[src/rtl/vga_sync_decoder.sv]
// vga_sync_decoder: recovers pixel position from VGA syncs, checks timing, tracks lock and checksums each frame
module vga_sync_decoder #(
    parameter int   HOR_FIELD    = 1279,
    parameter int   HOR_STR_SYNC = 1327,
    parameter int   HOR_STP_SYNC = 1439,
    parameter int   HOR_TOTAL    = 1687,
    parameter int   VER_FIELD    = 1023,
    parameter int   VER_STR_SYNC = 1024,
    parameter int   VER_STP_SYNC = 1027,
    parameter int   VER_TOTAL    = 1065,
    parameter logic HS_POL       = 1'b1,
    parameter logic VS_POL       = 1'b1,
    parameter int   LOCK_LINES   = 4
) (
    input  logic        clock,
    input  logic        reset,
    input  logic        hsync,
    input  logic        vsync,
    input  logic [3:0]  red,
    input  logic [3:0]  green,
    input  logic [3:0]  blue,
    output logic [11:0] col,
    output logic [10:0] row,
    output logic        pix_valid,
    output logic        locked,
    output logic        lock_lost,
    output logic [7:0]  err_count,
    output logic [23:0] frame_sum,
    output logic        frame_done
);
    localparam logic [11:0] H_FLD = 12'(HOR_FIELD);
    localparam logic [11:0] H_SS  = 12'(HOR_STR_SYNC);
    localparam logic [11:0] H_SP1 = 12'(HOR_STP_SYNC + 1);
    localparam logic [11:0] H_TOT = 12'(HOR_TOTAL);
    localparam logic [10:0] V_FLD = 11'(VER_FIELD);
    localparam logic [10:0] V_SS  = 11'(VER_STR_SYNC);
    localparam logic [10:0] V_SP1 = 11'(VER_STP_SYNC + 1);
    localparam logic [10:0] V_TOT = 11'(VER_TOTAL);
    localparam logic [7:0]  LOCK_N = 8'(LOCK_LINES);

    typedef enum logic [2:0] {SEARCH, H_TRACK, V_WAIT, V_TRACK, LOCKED} state_t;

    state_t      state, state_n;
    logic        hs_prev, vs_prev;
    logic        hs_on, vs_on, hs_rise, hs_fall, vs_rise, vs_fall;
    logic [11:0] pc, pc_p, pc_n;
    logic [10:0] pr, pr_p, pr_n;
    logic [7:0]  good, good_n;
    logic [23:0] acc, sum_n;
    logic        line_err, frame_err, err, vis, last;

    assign hs_on   = hsync == HS_POL;
    assign vs_on   = vsync == VS_POL;
    assign hs_rise = hs_on && !hs_prev;
    assign hs_fall = !hs_on && hs_prev;
    assign vs_rise = vs_on && !vs_prev;
    assign vs_fall = !vs_on && vs_prev;

    // Predicted position for this sample, re-anchored by sync assertion edges
    always_comb begin
        pc_p = (pc == H_TOT) ? '0 : pc + 12'd1;
        pr_p = (pc != H_TOT) ? pr : (pr == V_TOT) ? '0 : pr + 11'd1;
        pc_n = hs_rise ? H_SS : pc_p;
        pr_n = vs_rise ? V_SS : pr_p;
    end

    // Timing violations judged against the prediction before re-anchoring
    always_comb begin
        line_err  = (hs_rise && pc_p != H_SS) || (!hs_rise && pc_p == H_SS) ||
                    (hs_fall && pc_p != H_SP1) || (hs_on && pc_p == H_SP1);
        frame_err = (vs_rise && (pr_p != V_SS || pc_p != '0)) ||
                    (!vs_rise && pr_p == V_SS && pc_p == '0) ||
                    (vs_fall && (pr_p != V_SP1 || pc_p != '0));
        err       = (state != SEARCH) &&
                    (line_err || (frame_err && (state == V_TRACK || state == LOCKED)));
    end

    // Lock acquisition: horizontal first, then two consecutive frame edges; any error restarts
    always_comb begin
        state_n = state;
        good_n  = good;
        case (state)
            SEARCH: begin
                if (hs_rise) begin
                    state_n = H_TRACK;
                    good_n  = '0;
                end
            end
            H_TRACK: begin
                if (err) begin
                    state_n = SEARCH;
                end else if (hs_rise) begin
                    good_n  = good + 8'd1;
                    state_n = (good + 8'd1 == LOCK_N) ? V_WAIT : H_TRACK;
                end
            end
            V_WAIT:  state_n = err ? SEARCH : (vs_rise && pc_p == '0) ? V_TRACK : V_WAIT;
            V_TRACK: state_n = err ? SEARCH : vs_rise ? LOCKED : V_TRACK;
            LOCKED:  state_n = err ? SEARCH : LOCKED;
            default: state_n = SEARCH;
        endcase
    end

    // Checksum terms for the current sample
    always_comb begin
        vis   = state_n == LOCKED && pc_n <= H_FLD && pr_n <= V_FLD;
        last  = vis && pc_n == H_FLD && pr_n == V_FLD;
        sum_n = ((pc_n == '0 && pr_n == '0) ? 24'd0 : acc) + {12'd0, red, green, blue};
    end

    // Sync history, predicted position and lock state
    always_ff @(posedge clock) begin
        if (!reset) begin
            hs_prev <= 1'b0;
            vs_prev <= 1'b0;
            pc      <= '0;
            pr      <= '0;
            good    <= '0;
            state   <= SEARCH;
        end else begin
            hs_prev <= hs_on;
            vs_prev <= vs_on;
            pc      <= pc_n;
            pr      <= pr_n;
            good    <= good_n;
            state   <= state_n;
        end
    end

    // Registered position, validity and lock status describing the sample just taken
    always_ff @(posedge clock) begin
        if (!reset) begin
            col       <= '0;
            row       <= '0;
            pix_valid <= 1'b0;
            locked    <= 1'b0;
            lock_lost <= 1'b0;
            err_count <= '0;
        end else begin
            col       <= (state_n == SEARCH) ? '0 : pc_n;
            row       <= (state_n == V_TRACK || state_n == LOCKED) ? pr_n : '0;
            pix_valid <= vis;
            locked    <= state_n == LOCKED;
            lock_lost <= state == LOCKED && err;
            err_count <= (state == LOCKED && err && err_count != 8'hff) ? err_count + 8'd1 : err_count;
        end
    end

    // Frame checksum: restart at the first visible pixel, publish at the last one
    always_ff @(posedge clock) begin
        if (!reset) begin
            acc        <= '0;
            frame_sum  <= '0;
            frame_done <= 1'b0;
        end else begin
            acc        <= vis ? sum_n : acc;
            frame_sum  <= last ? sum_n : frame_sum;
            frame_done <= last;
        end
    end
endmodule

[config.mk]
export PLATFORM = sky130hd
export DESIGN_NAME = vga_sync_decoder
export DESIGN_NICKNAME = d
export VERILOG_FILES = /design/src/rtl/vga_sync_decoder.sv
export SDC_FILE = /design/constraint.sdc
export NUM_CORES = 1
export LEC_CHECK = 0
export CAP_MARGIN = 20
export CORE_UTILIZATION = 57
export CTS_BUF_LIST = sky130_fd_sc_hd__clkbuf_8 sky130_fd_sc_hd__clkbuf_16
export DETAILED_ROUTE_END_ITERATION = 10
export PLACE_DENSITY = 0.81
export SETUP_SLACK_MARGIN = 0.05
export SYNTH_ARGS = -nofsm -noshare
export SYNTH_HDL_FRONTEND = slang
export SYNTH_SLANG_ARGS = --single-unit
[constraint.sdc]
create_clock -name clock -period 7.2 [get_ports clock]
set_input_delay 1.08 -clock clock [delete_from_list [all_inputs] [get_ports clock]]
set_output_delay 1.08 -clock clock [all_outputs]
set_load 0.02 [all_outputs]
After elaboration in Yosys (flattened, before gate mapping)
Cells that the tools add are included.
Widths: inputs -> output; s select.
{"block": "word_totals", "regBits": 119}
{"block": "classes", "bitwise_logic": 1, "mux": 20, "add_sub_neg": 5, "n_eq_ne": 23, "n_reduce_logical": 49, "n_lt_le_gt_ge": 2}
{"op": "$eq 12x11->1 const B", "n": 4}
{"op": "$ne 12x11->1 const B", "n": 3}
{"op": "$mux 11", "n": 3}
{"op": "$add 24x12->24", "n": 1}
{"op": "$logic_not 12->1", "n": 2}
{"op": "$mux 12", "n": 2}
{"op": "$mux 24", "n": 1}
{"op": "$mux 8", "n": 3}
{"op": "$eq 11x11->1 const B", "n": 2}
{"op": "$logic_and 1x1->1", "n": 22}
{"op": "$ne 11x11->1 const B", "n": 2}
{"op": "$mux 3", "n": 6}
{"op": "$add 8x1->8 const B", "n": 2}
{"op": "$pmux 8 s2", "n": 1}
{"op": "$pmux 3 s5", "n": 1}
{"op": "$add 12x1->12 const B", "n": 1}
{"op": "$le 12x11->1 const B", "n": 1}
{"op": "$reduce_bool 12->1", "n": 1}
{"op": "$add 11x1->11 const B", "n": 1}
{"op": "$eq 11x10->1 const B", "n": 1}
{"op": "$le 11x10->1 const B", "n": 1}
{"op": "$logic_not 11->1", "n": 1}
{"op": "$logic_or 1x1->1", "n": 10}
{"op": "$eq 3x2->1 const B", "n": 3}
{"op": "15 further kinds", "n": 25}

Logic depth before layout (Yosys ltp)
Gate-level depths: netlist (run 1).
{"block": "depth", "depth_word": 18, "ltp_mapped": 23}

Worst setup path after synthesis (run 1)
OpenSTA, ideal clock, no wires.
{"block": "synth_path", "path_type": "input port to flip-flop", "startpoint": "input port vsync", "endpoint": "register acc[18]", "t_arrival_ps": 5104, "slack_ps": 1961, "n_path_buf": 2, "setup_time_ps": 135, "required_time_ps": 7065, "stages": 17, "path_cell_list": "nor2b_1 clkbuf_1 nor3_1 a31oi_2 nand4_1 nor4_1 clkbuf_1 nor2b_1 ha_1 nor2b_1 o31a_1 o211ai_1 a311oi_1 and3_1 nor2_1 o311ai_0 o41ai_1"}
{"block": "synth_via", "elab_chain_cells": 14, "word_cells_on_any_way": 30}
{"item": "start, declared", "line": "18", "source": "input logic vsync,"}
{"item": "branches (longest 14 deep; another with $add 24x12->24)"}
{"item": "end signal, assigned", "line": "156", "source": "acc <= vis ? sum_n : acc;"}
{"item": "end, declared", "line": "49", "source": "logic [23:0] acc, sum_n;"}
Several ways; the timed one is not identified.
A chain may end at the register's enable or synchronous reset.

Final worst setup path (run 1)
{"block": "layout_path", "startpoint": "register pc[4]", "endpoint": "register acc[23]"}
{"block": "layout_via", "elab_chain_cells": 15, "word_cells_on_any_way": 51}
{"item": "start, declared", "line": "46", "source": "logic [11:0] pc, pc_p, pc_n;"}
{"item": "start signal, assigned", "line": "123", "source": "pc <= pc_n;"}
{"item": "branches (longest 15 deep; another with $add 24x12->24)"}
Several ways; the timed one is not identified.

==> results.toml, run 1 <==
[route]
vias = 6503
routed_via_density = 6.432
wirelength_um = 18740
ant_nets = 0
drtIter0Drc = 487
wl_per_cell_um = 18.54
drtPass1Iterations = 5
route.detailed.drc = 0

[layout]
antenna_cells = 0
drive_gt1_frac = 0.06682
layout.nets = 891
fillers = 947
area_delta_synth_final_pct = 19.92

[clock_tree]
cts-buffers-inserted = 17
cts_root_buf = "clkbuf_16"
cts.htree.levels = 4
cts_resized = 0
clk_latency_ns = 0.42
cts_buffer_depth = 2
clk_pin_slew_ns = 0.05
cts_tree = "built"
cts_sinks = 119
ctsHoldBuffers = 0
cts_post_setup_buffers_inserted = 0

[global_route]
grt-ovfl-total = 0
antenna_found_initial = 0
track_usage = 0.3233
grt_pass1_vias = 6135
grt_max_degree = 71
grt_pass1_wl_um = 30160

[yosys]
synth_area_um2 = 6646
synth.distinct_cells = 75
synth_edf_count = 0
syn_nets = 844
ys_seq_area_frac = 0.3584
synthFlopType = "dfxtp_1"
async_flop_share = 0
synth_commonest_cells = "dfxtp_1 (119), a21oi_1 (68), nor2_1 (54), o21ai_0 (53), nand3_1 (52)"
ys_ff_latch = 119
syn_avg_cell_area_um2 = 8.226
yosysMostFrequentCell = "dfxtp_1"
synthTopCellsByArea = "dfxtp_1 (36%), a21oi_1 (5.1%), o21ai_0 (4.0%), nand3_1 (3.9%), ha_1 (3.6%)"
synth_cells = 808
yosysTopAreaCell = "dfxtp_1"
yosys_warnings = 0
synth.top_cell.area_share = 0.3584

[timing]
final-setup-viol-count = 0
rsz0062_at_grt = "no"
timing.fmax_ghz = 0.1607
fin_skew_ns = 0.006975
worstMarginPinSlew_ns = 1.101
finalCriticalPeriod_ns = 6.224
tns_ns = 0
relSlewSlack = 0.2662
finalHoldViolCount = 0
period_share = 0.8645
maxSlewViolCount = 0

[placement]
place_hpwl_um = 12790
gp_congestion = 0.9344
place.port_buffers = 74

[run_status]
status = "finished, final reports clean"

[floorplanning]
boundaryPins = 75
die_h_um = 110.0
start_util = 0.5846
fp-row-count = 39
fp.dieW_um = 110.0
core_area_um2 = 11370
die_area_um2 = 12100

[power_and_ir_drop]
p_int_mw = 1.243
swShare = 0.2319
p_total_mw = 1.618
vdd_drop_max_mv = 0.1535
clockPowerShare = 0.518
power_switching_uw = 375.2
seqPwrFrac = 0.419
p_leak_nw = 2.882
powerDensity_nw_per_um2 = 203.0
comb_power_share = 0.063

[setup_path]
cp.required_ns = 7.48
crit_path_end_kind = "flop"
crit_arrival_ns = 6.50
cp-start-kind = "flop"
worstSetupPathType = "reg2reg"
worstPathMaxFanout = 14

[job]
cap_violations = 0

[hold_path]
hold_class = "reg2reg"
[worst paths after layout]
kind / from / end / slack, ns / depth (start not counted)
setup / recovery: pc[4] / acc[23] / 0.98 / 18
hold / removal: acc[2] / acc[2] / 0.47 / 2
setup reg to reg: pc[4] / acc[23] / 0.98 / 18
hold reg to reg: acc[2] / acc[2] / 0.47 / 2
[metrics by stage]
| stage | hold WS, ns | cell area [µm²] | instances | setup WS [ns] | util |
|---|---|---|---|---|---|
| 3_5_place_dp | 0.4660 | 7377 | 978 | 1.145 | 0.6488 |
| 2_1_floorplan | 0.4489 | 6646 | 808 | 1.961 | - |
| 3_3_place_gp | 0.4567 | 7377 | 978 | 1.307 | 0.6488 |
| 5_1_grt | 0.4879 | 7970 | 1011 | 0.6462 | 0.7010 |
| 6_report | 0.4713 | 7970 | 1011 | 0.9758 | 0.7010 |
| 4_1_cts | 0.4733 | 7965 | 1010 | 1.205 | 0.7006 |
[logic make-up (layout without fill, tap and decap cells)]
kind of cell / Yosys count / count (layout) / share of synthesized area
muxes: 10 / 10 / 0.01506
AOI/OAI and AO/OA: 207 / 207 / 0.1971
xor gates and xnor gates: 34 / 34 / 0.04480
and+or+nand+nor: 342 / 342 / 0.2939
adders and majority gates: 20 / 20 / 0.03878
DFF: 119 / 119 / 0.3584
buffers and inverters: 76 / 136 / 0.05196
[metal layers]
metal	wire length (µm)	track usage	up-vias
li1	-	-	3081
met1	8073	0.4177	3124
met2	8971	0.5179	245
met3	1106	0.06408	53
met4	588	0.1524	0
met5	0	0	-
[placed cells by master (no fill, tap or decap), drive strengths merged, types with 18 or more instances in the layout]
master	Yosys	routed
clkdlybuf4s50	0	74
nor2b	19	19
o21ai	53	53
nor2	55	55
and3	26	26
nand2	45	45
ha	19	19
nand3	57	57
a21oi	68	68
inv	19	23
dfxtp	119	119
nand4	23	23
clkbuf	32	21
xnor2	18	18
nor3	36	36
[sequential cells by signal, indices dropped and copies added (netlist names)]
| name | flops |
|---|---|
| pc | 12 |
| lock_lost | 1 |
| pr | 11 |
| err_count | 8 |
| locked | 1 |
| frame_done | 1 |
| col | 12 |
| hs_prev | 1 |
| good | 8 |
| state | 3 |
| pix_valid | 1 |
| frame_sum | 24 |
| row | 11 |
| vs_prev | 1 |
| acc | 24 |
[power groups by stage]
stage,Combinational [mW],Sequential (mW),Clock (mW)
global placement,0.0979,0.690,0
CTS,0.101,0.677,0.843
finish,0.102,0.677,0.838
floorplan,0.0688,0.688,0
detailed placement,0.0998,0.691,0
global route,0.111,0.678,0.875
[critical path, stage by stage (launching register included)]
cell	delay, ns
dfxtp_1	0.55
or4b_4	0.57
nor3_4	0.50
nand4_1	0.22
xor2_1	0.42
nand4_1	0.21
nor4_2	0.88
buf_4	0.29
nor2b_1	0.06
ha_1	0.31
nor2_1	0.06
nor2_1	0.16
o21ai_0	0.19
o21a_1	0.23
a21oi_1	0.39
and4b_1	0.33
nor2_1	0.07
o311ai_0	0.50
o41ai_1	0.16
[final cells by class]
cell class | count | area (µm²) | share of cell area
clock inverter | 11 | 107.6 | 0.01350
tap | 143 | 178.9 | 0.02245
clock buffer | 21 | 480.5 | 0.06028
sequential | 119 | 2382 | 0.2989
inverter | 20 | 75.07 | 0.009419
multi-input combinational | 613 | 3933 | 0.4934
timing repair buffer | 84 | 813.3 | 0.1020
No activity file was read; power rests on OpenSTA's default activity.
==> run 2: changes to the inputs <==
--- a/config.mk
+++ b/config.mk
@@ -5,6 +5,7 @@
 export SDC_FILE = /design/constraint.sdc
 export NUM_CORES = 1
 export LEC_CHECK = 0
+export ABC_CLOCK_PERIOD_IN_PS = 7200
 export CAP_MARGIN = 20
 export CORE_UTILIZATION = 57
 export CTS_BUF_LIST = sky130_fd_sc_hd__clkbuf_8 sky130_fd_sc_hd__clkbuf_16
==> results of run 2 <==
Same layout as run 1: the final DEF is identical, and so are final timing and power.
==> run 3: changes to the inputs <==
--- a/config.mk
+++ b/config.mk
@@ -10,7 +10,7 @@
 export CORE_UTILIZATION = 57
 export CTS_BUF_LIST = sky130_fd_sc_hd__clkbuf_8 sky130_fd_sc_hd__clkbuf_16
 export DETAILED_ROUTE_END_ITERATION = 10
-export PLACE_DENSITY = 0.81
+export PLACE_DENSITY_LB_ADDON = 0.05
 export SETUP_SLACK_MARGIN = 0.05
 export SYNTH_ARGS = -nofsm -noshare
 export SYNTH_HDL_FRONTEND = slang
==> run 3 against run 2 <==
  * Sequential power barely moved
  * Worst setup slack improved by 0.18 ns
  * Global-route usage barely moved
  * Largest power group unchanged
==> results.toml, run 3 (synthesis gave the netlist of run 1 again) <==
[power_and_ir_drop]
p_total_mw = 1.661
powerDensity_nw_per_um2 = 207.8
vdd_drop_max_mv = 0.2021
p_leak_nw = 2.892

[clock_tree]
cts_sinks = 119
cts_root_buf = "clkbuf_16"
cts_buffer_depth = 2
clk_latency_ns = 0.43
ctsHoldBuffers = 0
cts-buffers-inserted = 17
cts_tree = "built"
cts_resized = 0
cts.htree.levels = 4
cts_post_setup_buffers_inserted = 0
clk_pin_slew_ns = 0.05

[setup_path]
crit_arrival_ns = 6.33
cp.depth = 19
reg2reg_depth = 19
crit_path_end_kind = "flop"
path_buf_inv = 1
worstSetupStartpoint = "pc[0]"
rrSetupSlack_ns = 1.16
critPathSlowestCell = "or4b_1"
cpLargestDelayFamily = "simple AND/OR/NAND/NOR gates"
cp.required_ns = 7.49
worstPathMaxFanout = 15
r2r_end = "acc[23]"
cp-start-kind = "flop"
crit_chain = "ha_1 -> nand3_1 -> nor3_4 -> nand4_1 -> xor2_1 -> nand4_1 -> or4b_1 -> nand2_1 -> inv_1 -> ha_1 -> a21oi_1 -> o211ai_1 -> o21ai_0 -> o21a_1 -> a21oi_1 -> and4b_1 -> nor2_1 -> o311ai_0 -> o41ai_1"
crit_end = "acc[23]"
reg2reg_from = "pc[0]"
worstSetupPathType = "reg2reg"
critical_path.max_stage_delay_ns = 0.82

[layout]
layout.nets = 890
area_delta_synth_final_pct = 20.27
layout_commonest_cell = "dfxtp_1"
ff_latch_area_um2 = 2382
reg_top3 = "acc: 24 flops, frame_sum: 24 flops"
fillers = 950
drive_gt1_frac = 0.06805
antenna_cells = 0
multi_input_area_um2 = 3933
mostFrequentLayoutCells = "dfxtp_1 (119), clkdlybuf4s50_1 (74), a21oi_1 (68)"

[global_route]
antenna_found_initial = 0
grt_max_degree = 63
grt-ovfl-total = 0
track_usage = 0.3235
grt_pass1_vias = 6191
grt_pass1_wl_um = 30100

[floorplanning]
fp-row-count = 39
boundaryPins = 75
die_h_um = 110.0
core_area_um2 = 11370
fp.dieW_um = 110.0
die_area_um2 = 12100
start_util = 0.5846

[route]
route.detailed.drc = 0
vias = 6538
wl_per_cell_um = 18.49
wirelength_um = 18670
ant_nets = 0
routed_via_density = 6.473
drtPass1Iterations = 5
drtIter0Drc = 771

[timing]
timing.fmax_ghz = 0.1655
fin_skew_ns = 0.008993
relSlewSlack = 0.2504
finalHoldViolCount = 0
maxSlewViolCount = 0
period_share = 0.8390
rsz0062_at_grt = "no"
finalCriticalPeriod_ns = 6.041
final-setup-viol-count = 0
tns_ns = 0
worstMarginPinSlew_ns = 1.124

[hold_path]
hp-start = "frame_sum[4]"
hold_class = "reg2reg"

[job]
cap_violations = 0

[placement]
place_hpwl_um = 12720
place.port_buffers = 74
gp_congestion = 0.9607

[run_status]
status = "finished, final reports clean"
## run 3: power breakdown
part           total [mW]  internal, mW  switching (mW)
Sequential          0.678         0.667          0.0107
Combinational       0.101        0.0373          0.0641
Clock               0.882         0.584           0.298
Total                1.66          1.29           0.373
## run 3: per-layer routing
layer | vias to the layer above | GRT usage | share of wire
li1 | 3072 | - | -
met1 | 3131 | 0.3979 | 0.42
met2 | 280 | 0.5388 | 0.49
met3 | 55 | 0.07231 | 0.066
met4 | 0 | 0.1467 | 0.031
met5 | - | 0 | 0
## run 3: area by class of cell
| cell class | instances | share of cell area |
|---|---|---|
| multi-input combinational | 613 | 0.4919 |
| clock buffer | 22 | 0.06182 |
| clock inverter | 10 | 0.01565 |
| sequential | 119 | 0.2980 |
| timing repair buffer | 83 | 0.1008 |
| tap | 143 | 0.02238 |
| inverter | 20 | 0.009391 |
## run 3: worst min-delay path by stage
| stage | slack, ns | endpoint | depth (start not counted) |
|---|---|---|---|
| floorplan | 0.45 | acc[0] | 2 |
| global placement | 0.46 | acc[9] | 2 |
| detailed placement | 0.47 | frame_sum[2] | 2 |
| CTS | 0.48 | frame_sum[9] | 2 |
| global route | 0.49 | frame_sum[8] | 2 |
| finish | 0.47 | frame_sum[4] | 2 |
## run 3: tightest hold or removal path: cells and delay by family, from the launching register on
kind	cells	cell delay (ns)
compound gates	2	0.13
flops	1	0.30
## run 3: stage by stage
stage / util / cell area [µm²] / setup WS [ns] / hold slack [ns] / instances
2_1_floorplan: - / 6646 / 1.961 / 0.4489 / 808
3_3_place_gp: 0.6482 / 7370 / 1.323 / 0.4570 / 977
3_5_place_dp: 0.6482 / 7370 / 1.159 / 0.4674 / 977
4_1_cts: 0.7027 / 7989 / 1.219 / 0.4751 / 1009
5_1_grt: 0.7031 / 7994 / 0.6618 / 0.4864 / 1010
6_report: 0.7031 / 7994 / 1.159 / 0.4733 / 1010
